### src/rtl/sdr_tx_serializer.sv
`timescale 1ns / 1ps
`default_nettype none
// +----------------------------------------------------------------------------+
// | sdr_tx_serializer: MSB-first byte serializer driving SDA on SCL falling     |
// | edges, with T-bit parity (data frame) or ACK sampling (header frame).      |
// | Revision: 1.0                                                              |
// +----------------------------------------------------------------------------+
module sdr_tx_serializer #(
  parameter int PARITY_ODD = 1
) (
  input  logic       i_sdr_ctrl_clk,
  input  logic       i_sdr_ctrl_rst,
  input  logic       i_scl_pos_edge,
  input  logic       i_scl_neg_edge,
  input  logic       i_ser_en,
  input  logic       i_ser_mode,
  input  logic       i_ser_valid,
  input  logic [7:0] i_ser_data,
  output logic       o_ser_ready,
  input  logic       i_sda,
  output logic       o_sda,
  output logic       o_sda_oe,
  output logic       o_scl_stall,
  output logic       o_ack_nack,
  output logic       o_ser_done
);

  typedef enum logic [1:0] {
    IDLE  = 2'd0,
    SHIFT = 2'd1,
    TBIT  = 2'd2,
    ACK   = 2'd3
  } state_t;

  state_t     r_state;
  logic [2:0] r_bit_cnt;
  logic [7:0] r_shift;
  logic       r_mode;
  logic       r_tbit;
  logic       r_hold_vld;
  logic [7:0] r_hold_data;
  logic       r_hold_mode;

  logic       w_accept;
  logic       w_pos;
  logic [7:0] w_nxt_data;
  logic       w_nxt_mode;

  function automatic logic f_tbit(input logic [7:0] d);
    return (PARITY_ODD != 0) ? ~^d : ^d;
  endfunction

  assign o_ser_ready = i_ser_en &&
                       ((r_state == IDLE) || ((r_state == TBIT) && !r_hold_vld));
  assign w_accept    = i_ser_valid && o_ser_ready;
  // A rising-edge pulse coinciding with a falling-edge pulse is dropped.
  assign w_pos       = i_scl_pos_edge && !i_scl_neg_edge;
  // Next frame comes from the held byte, or straight from the input if it
  // is accepted in the very cycle the T-bit ends.
  assign w_nxt_data  = r_hold_vld ? r_hold_data : i_ser_data;
  assign w_nxt_mode  = r_hold_vld ? r_hold_mode : i_ser_mode;

  always_ff @(posedge i_sdr_ctrl_clk) begin
    if (i_sdr_ctrl_rst) begin
      r_state     <= IDLE;
      r_bit_cnt   <= 3'd0;
      r_shift     <= 8'd0;
      r_mode      <= 1'b0;
      r_tbit      <= 1'b0;
      r_hold_vld  <= 1'b0;
      r_hold_data <= 8'd0;
      r_hold_mode <= 1'b0;
      o_sda       <= 1'b1;
      o_sda_oe    <= 1'b0;
      o_scl_stall <= 1'b0;
      o_ack_nack  <= 1'b1;
      o_ser_done  <= 1'b0;
    end else begin
      o_ser_done  <= 1'b0;
      o_scl_stall <= (r_state == IDLE) && i_ser_en && !i_ser_valid;
      case (r_state)
        IDLE: begin
          if (w_accept) begin
            r_shift   <= i_ser_data;
            r_mode    <= i_ser_mode;
            r_tbit    <= f_tbit(i_ser_data);
            o_sda     <= i_ser_data[7];
            o_sda_oe  <= 1'b1;
            r_bit_cnt <= 3'd7;
            r_state   <= SHIFT;
          end
        end
        SHIFT: begin
          if (i_scl_neg_edge) begin
            if (r_bit_cnt != 3'd0) begin
              r_bit_cnt <= r_bit_cnt - 3'd1;
              o_sda     <= r_shift[r_bit_cnt - 3'd1];
            end else if (!r_mode) begin
              o_sda   <= r_tbit;
              r_state <= TBIT;
            end else begin
              o_sda_oe <= 1'b0;
              r_state  <= ACK;
            end
          end
        end
        TBIT: begin
          if (i_scl_neg_edge) begin
            o_ser_done <= 1'b1;
            if (r_hold_vld || w_accept) begin
              r_shift    <= w_nxt_data;
              r_mode     <= w_nxt_mode;
              r_tbit     <= f_tbit(w_nxt_data);
              o_sda      <= w_nxt_data[7];
              o_sda_oe   <= 1'b1;
              r_bit_cnt  <= 3'd7;
              r_hold_vld <= 1'b0;
              r_state    <= SHIFT;
            end else begin
              r_state <= IDLE;
            end
          end else if (w_accept) begin
            r_hold_vld  <= 1'b1;
            r_hold_data <= i_ser_data;
            r_hold_mode <= i_ser_mode;
          end
        end
        ACK: begin
          if (i_scl_neg_edge) begin
            o_ser_done <= 1'b1;
            o_sda_oe   <= 1'b0;
            r_state    <= IDLE;
          end else if (w_pos) begin
            o_ack_nack <= i_sda;
          end
        end
        default: r_state <= IDLE;
      endcase
    end
  end

endmodule
`default_nettype wire

### config.mk
export PLATFORM = sky130hd
export DESIGN_NAME = sdr_tx_serializer
export DESIGN_NICKNAME = d
export VERILOG_FILES = /design/src/rtl/sdr_tx_serializer.sv
export SDC_FILE = /design/constraint.sdc
export NUM_CORES = 1
export LEC_CHECK = 0
export CAP_MARGIN = 30
export CORE_MARGIN = 5
export CORE_UTILIZATION = 58
export CTS_CLUSTER_SIZE = 8
export DETAILED_ROUTE_END_ITERATION = 8
export PLACE_DENSITY = 0.83
export SETUP_SLACK_MARGIN = 0.05
export SYNTH_ARGS = -nofsm -noshare
export SYNTH_HDL_FRONTEND = slang
export SYNTH_SLANG_ARGS = --single-unit
### constraint.sdc
create_clock -name i_sdr_ctrl_clk -period 2.54 [get_ports i_sdr_ctrl_clk]
set_input_delay 0.254 -clock i_sdr_ctrl_clk [delete_from_list [all_inputs] [get_ports i_sdr_ctrl_clk]]
set_output_delay 0.254 -clock i_sdr_ctrl_clk [all_outputs]
set_load 0.01 [all_outputs]
# After elaboration in Yosys (flattened, before gate mapping)
# Cells that the tools add are included.
# W data, S select, Z words.
[totals]
word_cells = 106
input_bits = 16
ff_bits = 30
out_inout_bits = 6
[op_classes]
add_sub_neg = 1
mux = 48
n_reduce_logical = 28
order_cmp = 1
eq_ne = 13
bitwise_logic = 2
[op_table]
columns = ["cell", "n"]
rows = [
  ["$mux W8", 4],
  ["$mux W1", 26],
  ["$pmux W8 S2", 1],
  ["$reduce_xnor A8 Y1", 2],
  ["$mux W3", 5],
  ["$ne A2 B2 Y1 const B", 7],
  ["$reduce_and A6 Y1", 2],
  ["$mux W2", 5],
  ["$pmux W3 S3", 1],
  ["$reduce_and A3 Y1", 3],
  ["$pmux W2 S4", 1],
  ["$reduce_and A7 Y1", 1],
  ["$logic_and A1 B1 Y1", 6],
  ["$reduce_bool A3 Y1", 2],
  ["$reduce_and A5 Y1", 1],
  ["$eq A2 B2 Y1 const B", 2],
  ["$lt A3 B4 Y1 const B", 1],
  ["$ne A2 B1 Y1 const B", 2],
  ["$pmux W1 S2", 2],
  ["$pmux W1 S4", 1],
  ["$reduce_and A4 Y1", 1],
  ["$reduce_bool A2 Y1", 2],
  ["$reduce_or A2 Y1", 2],
  ["$bmux W1 S3", 1],
  ["8 further kinds", 12],
]

# Depth between registers and ports, before layout
# Gate-level depths: netlist of the first run.
[depth]
depth_word = 9
depth_mapped = 8
depth_no_buf = 7

# Worst setup path after synthesis of the first run
# Ideal clock, no wire load.
[synth_timing]
path_type = "register to register"
from = "register r_state[0]"
to = "register r_state[1]"
required_ns = 2.412
synth_period_minus_slack_ns = 1.577
setup_ns = 0.128
arrival_ns = 1.449
path_stages_with_launch = 8
path_slack_ns = 0.963
path_buffers = 0
cell_sequence = "dfxtp_1 > inv_1 > ha_1 > o21ba_1 > o2bb2ai_1 > a21boi_2 > mux2i_1 > nor2_1"
[synth_via]
elab_chain_cells = 7
word_cells_on_any_way = 15
cone_classes = "eq/ne (8); mux (1); reduce/logical (6)"
[synth_rtl]
columns = ["item", "line_no", "text"]
rows = [
  ["start, declared", "35", "state_t r_state;"],
  ["start signal, assigned", "65", "r_state <= IDLE;"],
  ["start signal, assigned", "90", "r_state <= SHIFT;"],
  ["start signal, assigned", "100", "r_state <= TBIT;"],
  ["$eq A2 B2 Y1", "54, 81", ""],
  ["$logic_and A1 B1 Y1", "54", "((r_state == IDLE) || ((r_state == TBIT) && !r_hold_vld));"],
  ["$logic_or A1 B1 Y1", "54", ""],
  ["$logic_and A1 B1 Y1", "53", "assign o_ser_ready = i_ser_en &&"],
  ["$logic_and A1 B1 Y1", "55", "assign w_accept = i_ser_valid && o_ser_ready;"],
  ["$ne A2 B2 Y1 (no source line)", "--", ""],
  ["$reduce_and A5 Y1 (no source line)", "--", ""],
]
# Parallel ways exist; a longest one is shown, timed or not.
# A chain may end at the register's enable or synchronous reset.

# Final worst setup path of the first run
[layout_timing]
from = "register r_state[0]"
to = "output port o_ser_ready"
[layout_via]
elab_chain_cells = 4
word_cells_on_any_way = 5
cone_classes = "eq/ne (1); reduce/logical (4)"
[layout_rtl]
columns = ["item", "line_no", "text"]
rows = [
  ["$eq A2 B2 Y1", "54", ""],
  ["$logic_and A1 B1 Y1", "54", ""],
  ["$logic_or A1 B1 Y1 *", "54", ""],
  ["$logic_and A1 B1 Y1 *", "53", ""],
  ["end, declared", "19", "output logic o_ser_ready,"],
]
# Every way passes the cells marked *; elsewhere a longest branch is shown, timed or not.

==> results of run 1 <==
[cells in the mapped netlist, drive strengths merged (2+ instances only)]
library cell / n
dfxtp: 30
nand2: 20
o211ai: 2
buf: 7
ha: 8
a311oi: 11
a21oi: 7
nor2: 25
a211oi: 3
clkbuf: 4
nand3: 12
xnor2: 15
o21ba: 2
mux4: 2
o21ai: 7
inv: 5
nor2b: 5
nor3: 2
and2: 2
mux2i: 11
[state kept, by name (all words and copies together), names as in the netlist]
register / cells
o_sda: 1
r_hold_data: 8
r_mode: 1
o_ser_done: 1
r_bit_cnt: 3
r_hold_vld: 1
o_sda_oe: 1
r_shift: 8
o_ack_nack: 1
o_scl_stall: 1
r_hold_mode: 1
r_tbit: 1
r_state: 2
[cell families (layout without fill, tap and decap cells)]
kind of cell,Yosys count,after routing,share of synthesized area (%)
mux,14,14,10.29
compound gates,38,38,16.72
flops,30,30,36.31
buf+inv,16,38,4.387
simple gates,69,69,18.31
fa+ha+maj,8,8,6.052
xor+xnor,15,15,7.943
[final cells by class]
| type | count | area [um2] | share of cell area, % |
|---|---|---|---|
| multi-input combinational | 144 | 983.4 | 50.16 |
| tap | 31 | 38.79 | 1.978 |
| sequential | 30 | 600.6 | 30.63 |
| clock buffer | 8 | 78.83 | 4.020 |
| inverter | 5 | 18.77 | 0.9572 |
| timing repair buffer | 25 | 240.2 | 12.25 |
[stage by stage]
step	power (mW)	instance area [um2]	utilization, %	setup WS (ps)
6_report	1.731	1961	71.72	292.0
2_1_floorplan	1.187	1654	-	963.2
3_3_place_gp	1.354	1879	68.74	594.6
5_1_grt	1.878	1961	71.72	148.2
4_1_cts	1.746	1958	71.62	170.4
3_5_place_dp	1.386	1879	68.74	562.9
[worst min-delay path by stage]
| stage | startpoint | endpoint |
|---|---|---|
| global route | i_sda | o_ack_nack |
| CTS | o_sda_oe | o_sda_oe |
| floorplan | i_ser_valid | o_scl_stall |
| global placement | o_sda | o_sda |
| finish | o_sda_oe | o_sda_oe |
| detailed placement | o_sda | o_sda |
[routing by layer]
| metal | vias up | wire (um) | part of all wire [%] |
|---|---|---|---|
| met5 | - | 0 | 0 |
| met1 | 645 | 1597 | 48 |
| met4 | 0 | 31 | 0.92 |
| li1 | 713 | - | - |
| met3 | 2 | 150 | 4.5 |
| met2 | 26 | 1578 | 47 |
[worst min-delay path: cells and delay by family, from the launching register on]
family | cells | cell delay [ps]
AO/OA/AOI/OAI | 2 | 110
flip-flops | 1 | 320
[what timing repair did]
| item | 4_1_cts | 5_1_grt |
|---|---|---|
| resized for setup | 0 | 1 |
| setup buffers | 0 | 0 |
| endpoints found under the hold margin | 0 | 0 |
| endpoints found under the setup margin | 0 | 1 |
[power by group through the flow]
stage	registers, mW	clock network, mW	logic, mW
after floorplan	0.638	0	0.550
after global placement	0.644	0	0.710
after detailed placement	0.652	0	0.733
after CTS	0.641	0.367	0.738
after global routing	0.655	0.391	0.833
final	0.641	0.351	0.739
==> metrics.md, run 1 <==
| Metric | Value |
|---|---|
| Max-slew violations | `0` |
| Crit. End Element | `primary output` |
| Setup TNS | `0 ps` |
| Final Hold Viols | `0` |
| Synthesis warning total | `0` |
| Max Buffers Root-to-Sink | `2` |
| Clock root cell | `clkbuf_4` |
| Logic pwr share | `42.7%` |
| CP Buf/Inv Count | `2` |
| Die span in x | `63.40 um` |
| Avg Cell Area, Syn | `8.706 um2` |
| Reg2reg setup slack | `640 ps` |
| Die Span Y | `63.40 um` |
| Net count after synthesis | `214` |
| Clock sinks | `30` |
| FFs w/ async S/R, synth | `0%` |
| RSZ-0062 raised after global routing | `false` |
| Commonest non-fill, non-tap cells in the layout | `dfxtp_1, nor2_1, clkdlybuf4s50_1, nand2_1, xnor2_1` |
| Worst-Skew Late Latency | `320 ps` |
| Clock transition at path regs | `100 ps` |
| Synth top area share | `36.31%` |
| Fillers | `216` |
| Number of buffers inserted by hold repair at cts | `0` |
| Critical Path Start Type | `register` |
| Internal power | `1.108 mW` |
| Yosys top cell by area | `dfxtp_1` |
| R2R Path End | `r_hold_data[0]` |
| Tightest Pin Transition | `536.7 ps` |
| CP Capture Point | `o_ser_ready` |
| Crit share post-route | `88.50%` |
| Final setup vio count | `0` |
| Total track usage | `18.32%` |
| CTS tree | `built` |
| Syn-to-layout area delta | `18.53%` |
| Largest net degree at the start of global routing | `31` |
| Worst EP arrival | `1990 ps` |
| Initial antenna violation count | `0` |
| Commonest non-fill, non-tap cell in the layout | `dfxtp_1` |
| PwrDens | `882.9 nW/um2` |
| Ports | `22` |
| Yosys cell types | `35` |
| Critical path type | `reg -> out` |
| TritonRoute pass-1 iters | `4` |
| Post-synth EDFFs | `0` |
| Primary FF master, synth | `dfxtp_1` |
| Family with the most delay on the worst path | `buffers and inverters` |
| Antenna Violating Nets Remaining | `0` |
| Post-detail-place hpwl | `2442 um` |
| Switching Fraction | `35.99%` |
| Vias in the first global route | `1342` |
| CP startpoint | `r_state[0]` |
| P_sw | `623.0 uW` |
| DRC | `0` |
| Status | `complete, no violations` |
| Layout Cells excl Fill | `243` |
| R2R depth | `8` |
| Grt ovf | `0` |
| Area contributors post-synth | `dfxtp_1, xnor2_1, mux2i_1` |
| CP max stage delay | `530 ps` |
| Initial DRC count | `40` |
| Min Tclk post-route | `2248 ps` |
| Met2 global-route usage | `28.55%` |
| Sequential area share after synthesis | `36.31%` |
| Max cap viols | `0` |
| Seq pwr share | `37.1%` |
| Peak VDD IR | `0.0006471 V` |
| Cell count after synthesis | `190` |
| GR Layer Usage met1 | `23.27%` |
| Gr busiest metal | `met2` |
| Vias per inst | `5.704` |
| Slew HR | `64.17%` |
| I/O Buffers | `21` |
| Htree depth | `2` |
| Layout Nets | `235` |
| Via count | `1386` |
| Initial Utilization | `60.50%` |
| Critical path cell sequence | `inv_1 > ha_2 > nor2b_1 > o21a_1 > clkdlybuf4s50_1` |
| Layout cells sized above 1 | `8.019%` |
| Req. time, crit path | `2290 ps` |
| Clock Skew | `7.009 ps` |
| Routed wire length | `3358 um` |
| Post-Syn Area | `1654 um2` |
| Hold WS | `475.7 ps` |
| Part of the power in the clock network | `20.3%` |
| CTS Buf Count | `5` |
| R2R Path Start | `r_state[0]` |
| HP Class | `reg -> reg` |
| Hold path cells | `2` |
| Placeable Area | `2734 um2` |
| Avg WL per Cell | `13.82 um` |
| Crit-path max FO | `12` |
| CP max-delay cell | `clkdlybuf4s50_1` |
| First-pass GRT wire length | `5989 um` |
| N_diodes | `0` |
| P_leak | `0.7136 nW` |
| Inst Count DP | `235` |
| Die Footprint | `4020 um2` |
| Gp weighted congestion | `0.7719` |
| Core Rows | `19` |
| Max Fclk | `0.4448 GHz` |
| Critical Path Stages | `5` |
| Synth Register Bits | `30` |
| Met3 usage | `6.039%` |
No activity file was read; power rests on OpenSTA's default activity.
==> inputs of run 2 (changes only) <==
- ABC_CLOCK_PERIOD_IN_PS: default -> 2540
==> results of run 2 <==
Same layout as run 1: the final DEF is identical, and so are final timing and power.
==> inputs of run 3 (changes only) <==
- CORE_MARGIN: 5 -> 2
==> metrics.md, run 3 (synthesized netlist as in run 1, its figures left out) <==
| Metric | Value |
|---|---|
| Clock sinks | `30 (unchanged)` |
| Initial antenna violation count | `0 (unchanged)` |
| Status | `complete, no violations` |
| Worst EP arrival | `2060 ps (+70 ps)` |
| CP max-delay cell | `clkdlybuf4s50_1` |
| P_leak | `0.7085 nW (-0.71%)` |
| Number of buffers inserted by hold repair at cts | `0 (unchanged)` |
| Crit share post-route | `91.06% (+2.6 points)` |
| Peak VDD IR | `0.0006518 V (+0.72%)` |
| Die Span Y | `57.40 um (-9.5%)` |
| Max cap viols | `0 (unchanged)` |
| Largest net degree at the start of global routing | `22 (-29%)` |
| Tightest Pin Transition | `522.6 ps (-14.05 ps)` |
| Crit-path max FO | `12 (unchanged)` |
| Commonest non-fill, non-tap cell in the layout | `dfxtp_1` |
| Reg2reg setup slack | `670 ps (+30 ps)` |
| PwrDens | `901.8 nW/um2 (+2.1%)` |
| Met2 wire length | `1686 um (+6.8%)` |
| Core Rows | `19 (unchanged)` |
| I/O Buffers | `21 (unchanged)` |
| DP Worst Slack | `549.6 ps (-13.33 ps)` |
| Clock Skew | `5.772 ps (-1.237 ps)` |
| Highest routed layer | `met4` |
| Min Tclk post-route | `2313 ps (+64.99 ps)` |
| Final design utilization | `71.58% (-0.14 points)` |
| Setup WS post-layout | `227.0 ps (-64.99 ps)` |
| Clock root cell | `clkbuf_4` |
| DRC | `0 (unchanged)` |
| N_diodes | `0 (unchanged)` |
| Die span in x | `57.40 um (-9.5%)` |
| Antenna Violating Nets Remaining | `0 (unchanged)` |
| Routed wire length | `3513 um (+4.6%)` |
| Die Footprint | `3295 um2 (-18%)` |
| Vias in the first global route | `1402 (+4.5%)` |
| Max Buffers Root-to-Sink | `2 (unchanged)` |
| Initial Utilization | `60.50% (unchanged)` |
| Hold WS | `475.7 ps (+0.05000 ps)` |
| Inst Count DP | `235 (unchanged)` |
| Req. time, crit path | `2290 ps (about the same)` |
| Fillers | `210 (-2.8%)` |
| Top flop regs | `r_hold_data x8, r_shift x8, r_bit_cnt x3` |
| CTS tree | `built` |
| Worst-Skew Late Latency | `340 ps (+20 ps)` |
| WL met1 | `1564 um (-2.1%)` |
| Total track usage | `23.77% (+5.5 points)` |
| Slew HR | `65.11% (+0.94 points)` |
| Htree depth | `2 (unchanged)` |
| Commonest non-fill, non-tap cells in the layout | `dfxtp_1, nor2_1, clkdlybuf4s50_1, nand2_1, xnor2_1` |
| Final Hold Viols | `0 (unchanged)` |
| Final setup vio count | `0 (unchanged)` |
| Crit. End Element | `primary output` |
| Ports | `22 (unchanged)` |
| Critical path type | `reg -> out` |
| CTS Buf Count | `5 (unchanged)` |
| RSZ-0062 raised after global routing | `false` |
| Layout Cells excl Fill | `243 (unchanged)` |
| Grt ovf | `0 (unchanged)` |
| Max-slew violations | `0 (unchanged)` |
| Via count | `1408 (+1.6%)` |
| Critical path cell sequence | `inv_1 > ha_2 > nor2b_1 > o21a_1 > clkdlybuf4s50_1` |
| TritonRoute pass-1 iters | `4 (unchanged)` |
| Clock transition at path regs | `90 ps (about the same)` |
| Vias per inst | `5.794 (+1.6%)` |
| Metal3 WL | `202 um (+35%)` |
| Post-detail-place hpwl | `2588 um (+6.0%)` |
| Postcts setup bufs | `0 (unchanged)` |
| HP Class | `reg -> reg` |
| Setup TNS | `0 ps (unchanged)` |
| CP max stage delay | `530 ps (about the same)` |
| Avg WL per Cell | `14.46 um (+4.6%)` |
| Family with the most delay on the worst path | `buffers and inverters` |
| Resize count post-CTS | `0 (unchanged)` |
| CP Buf/Inv Count | `2 (unchanged)` |
| Layout cells sized above 1 | `7.075% (-0.94 points)` |
| Placeable Area | `2734 um2 (unchanged)` |
| Gp weighted congestion | `0.8150 (+5.6%)` |
| First-pass GRT wire length | `5968 um (-0.35%)` |
| Layout Nets | `235 (unchanged)` |
| Syn-to-layout area delta | `18.31%` |
| Initial DRC count | `45 (+13%)` |
| Max Fclk | `0.4323 GHz (-2.8%)` |
| Critical Path Start Type | `register` |
[run 3: layout make-up]
| type | count | area, um2 | area share, % |
|---|---|---|---|
| Tap cell | 31 | 38.79 | 1.982 |
| Inverter | 5 | 18.77 | 0.9591 |
| Sequential cell | 30 | 600.6 | 30.69 |
| Timing Repair Buffer | 25 | 240.2 | 12.28 |
| Clock buffer | 7 | 45.04 | 2.302 |
| Clock inverter | 1 | 30.03 | 1.535 |
| Multi-Input combinational cell | 144 | 983.4 | 50.26 |
[run 3: path summary, 6_finish.rpt]
| kind | end | from | cells past startpoint |
|---|---|---|---|
| setup / recovery | o_ser_ready | r_state[0] | 5 |
| hold / removal | o_sda | o_sda | 2 |
| setup reg to reg | o_sda_oe | r_state[0] | 7 |
| hold reg to reg | o_sda | o_sda | 2 |
[run 3: power breakdown]
part,total (mW),internal (mW),switching [mW]
combinational,0.746,0.355,0.391
clock,0.379,0.209,0.170
sequential,0.640,0.564,0.0756
total,1.76,1.13,0.637
[run 3: metrics by stage]
| stage | cell area (um2) | total power, mW |
|---|---|---|
| 2_1_floorplan | 1654 | 1.187 |
| 3_3_place_gp | 1879 | 1.352 |
| 3_5_place_dp | 1879 | 1.388 |
| 4_1_cts | 1954 | 1.775 |
| 5_1_grt | 1957 | 1.901 |
| 6_report | 1957 | 1.765 |
[run 3: layer usage]
metal,vias up,track usage [%]
li1,709,-
met1,650,29.04
met2,44,37.66
met3,5,7.029
met4,0,12.62
met5,-,0
[run 3: worst register-to-register path: cells and delay by family, from the launching register on]
kind	cells	cell delay, ps
and+or+nand+nor	3	590
DFF	1	430
AOI/OAI and AO/OA	2	410
adders and majority gates	1	270
buffers and inverters	1	110
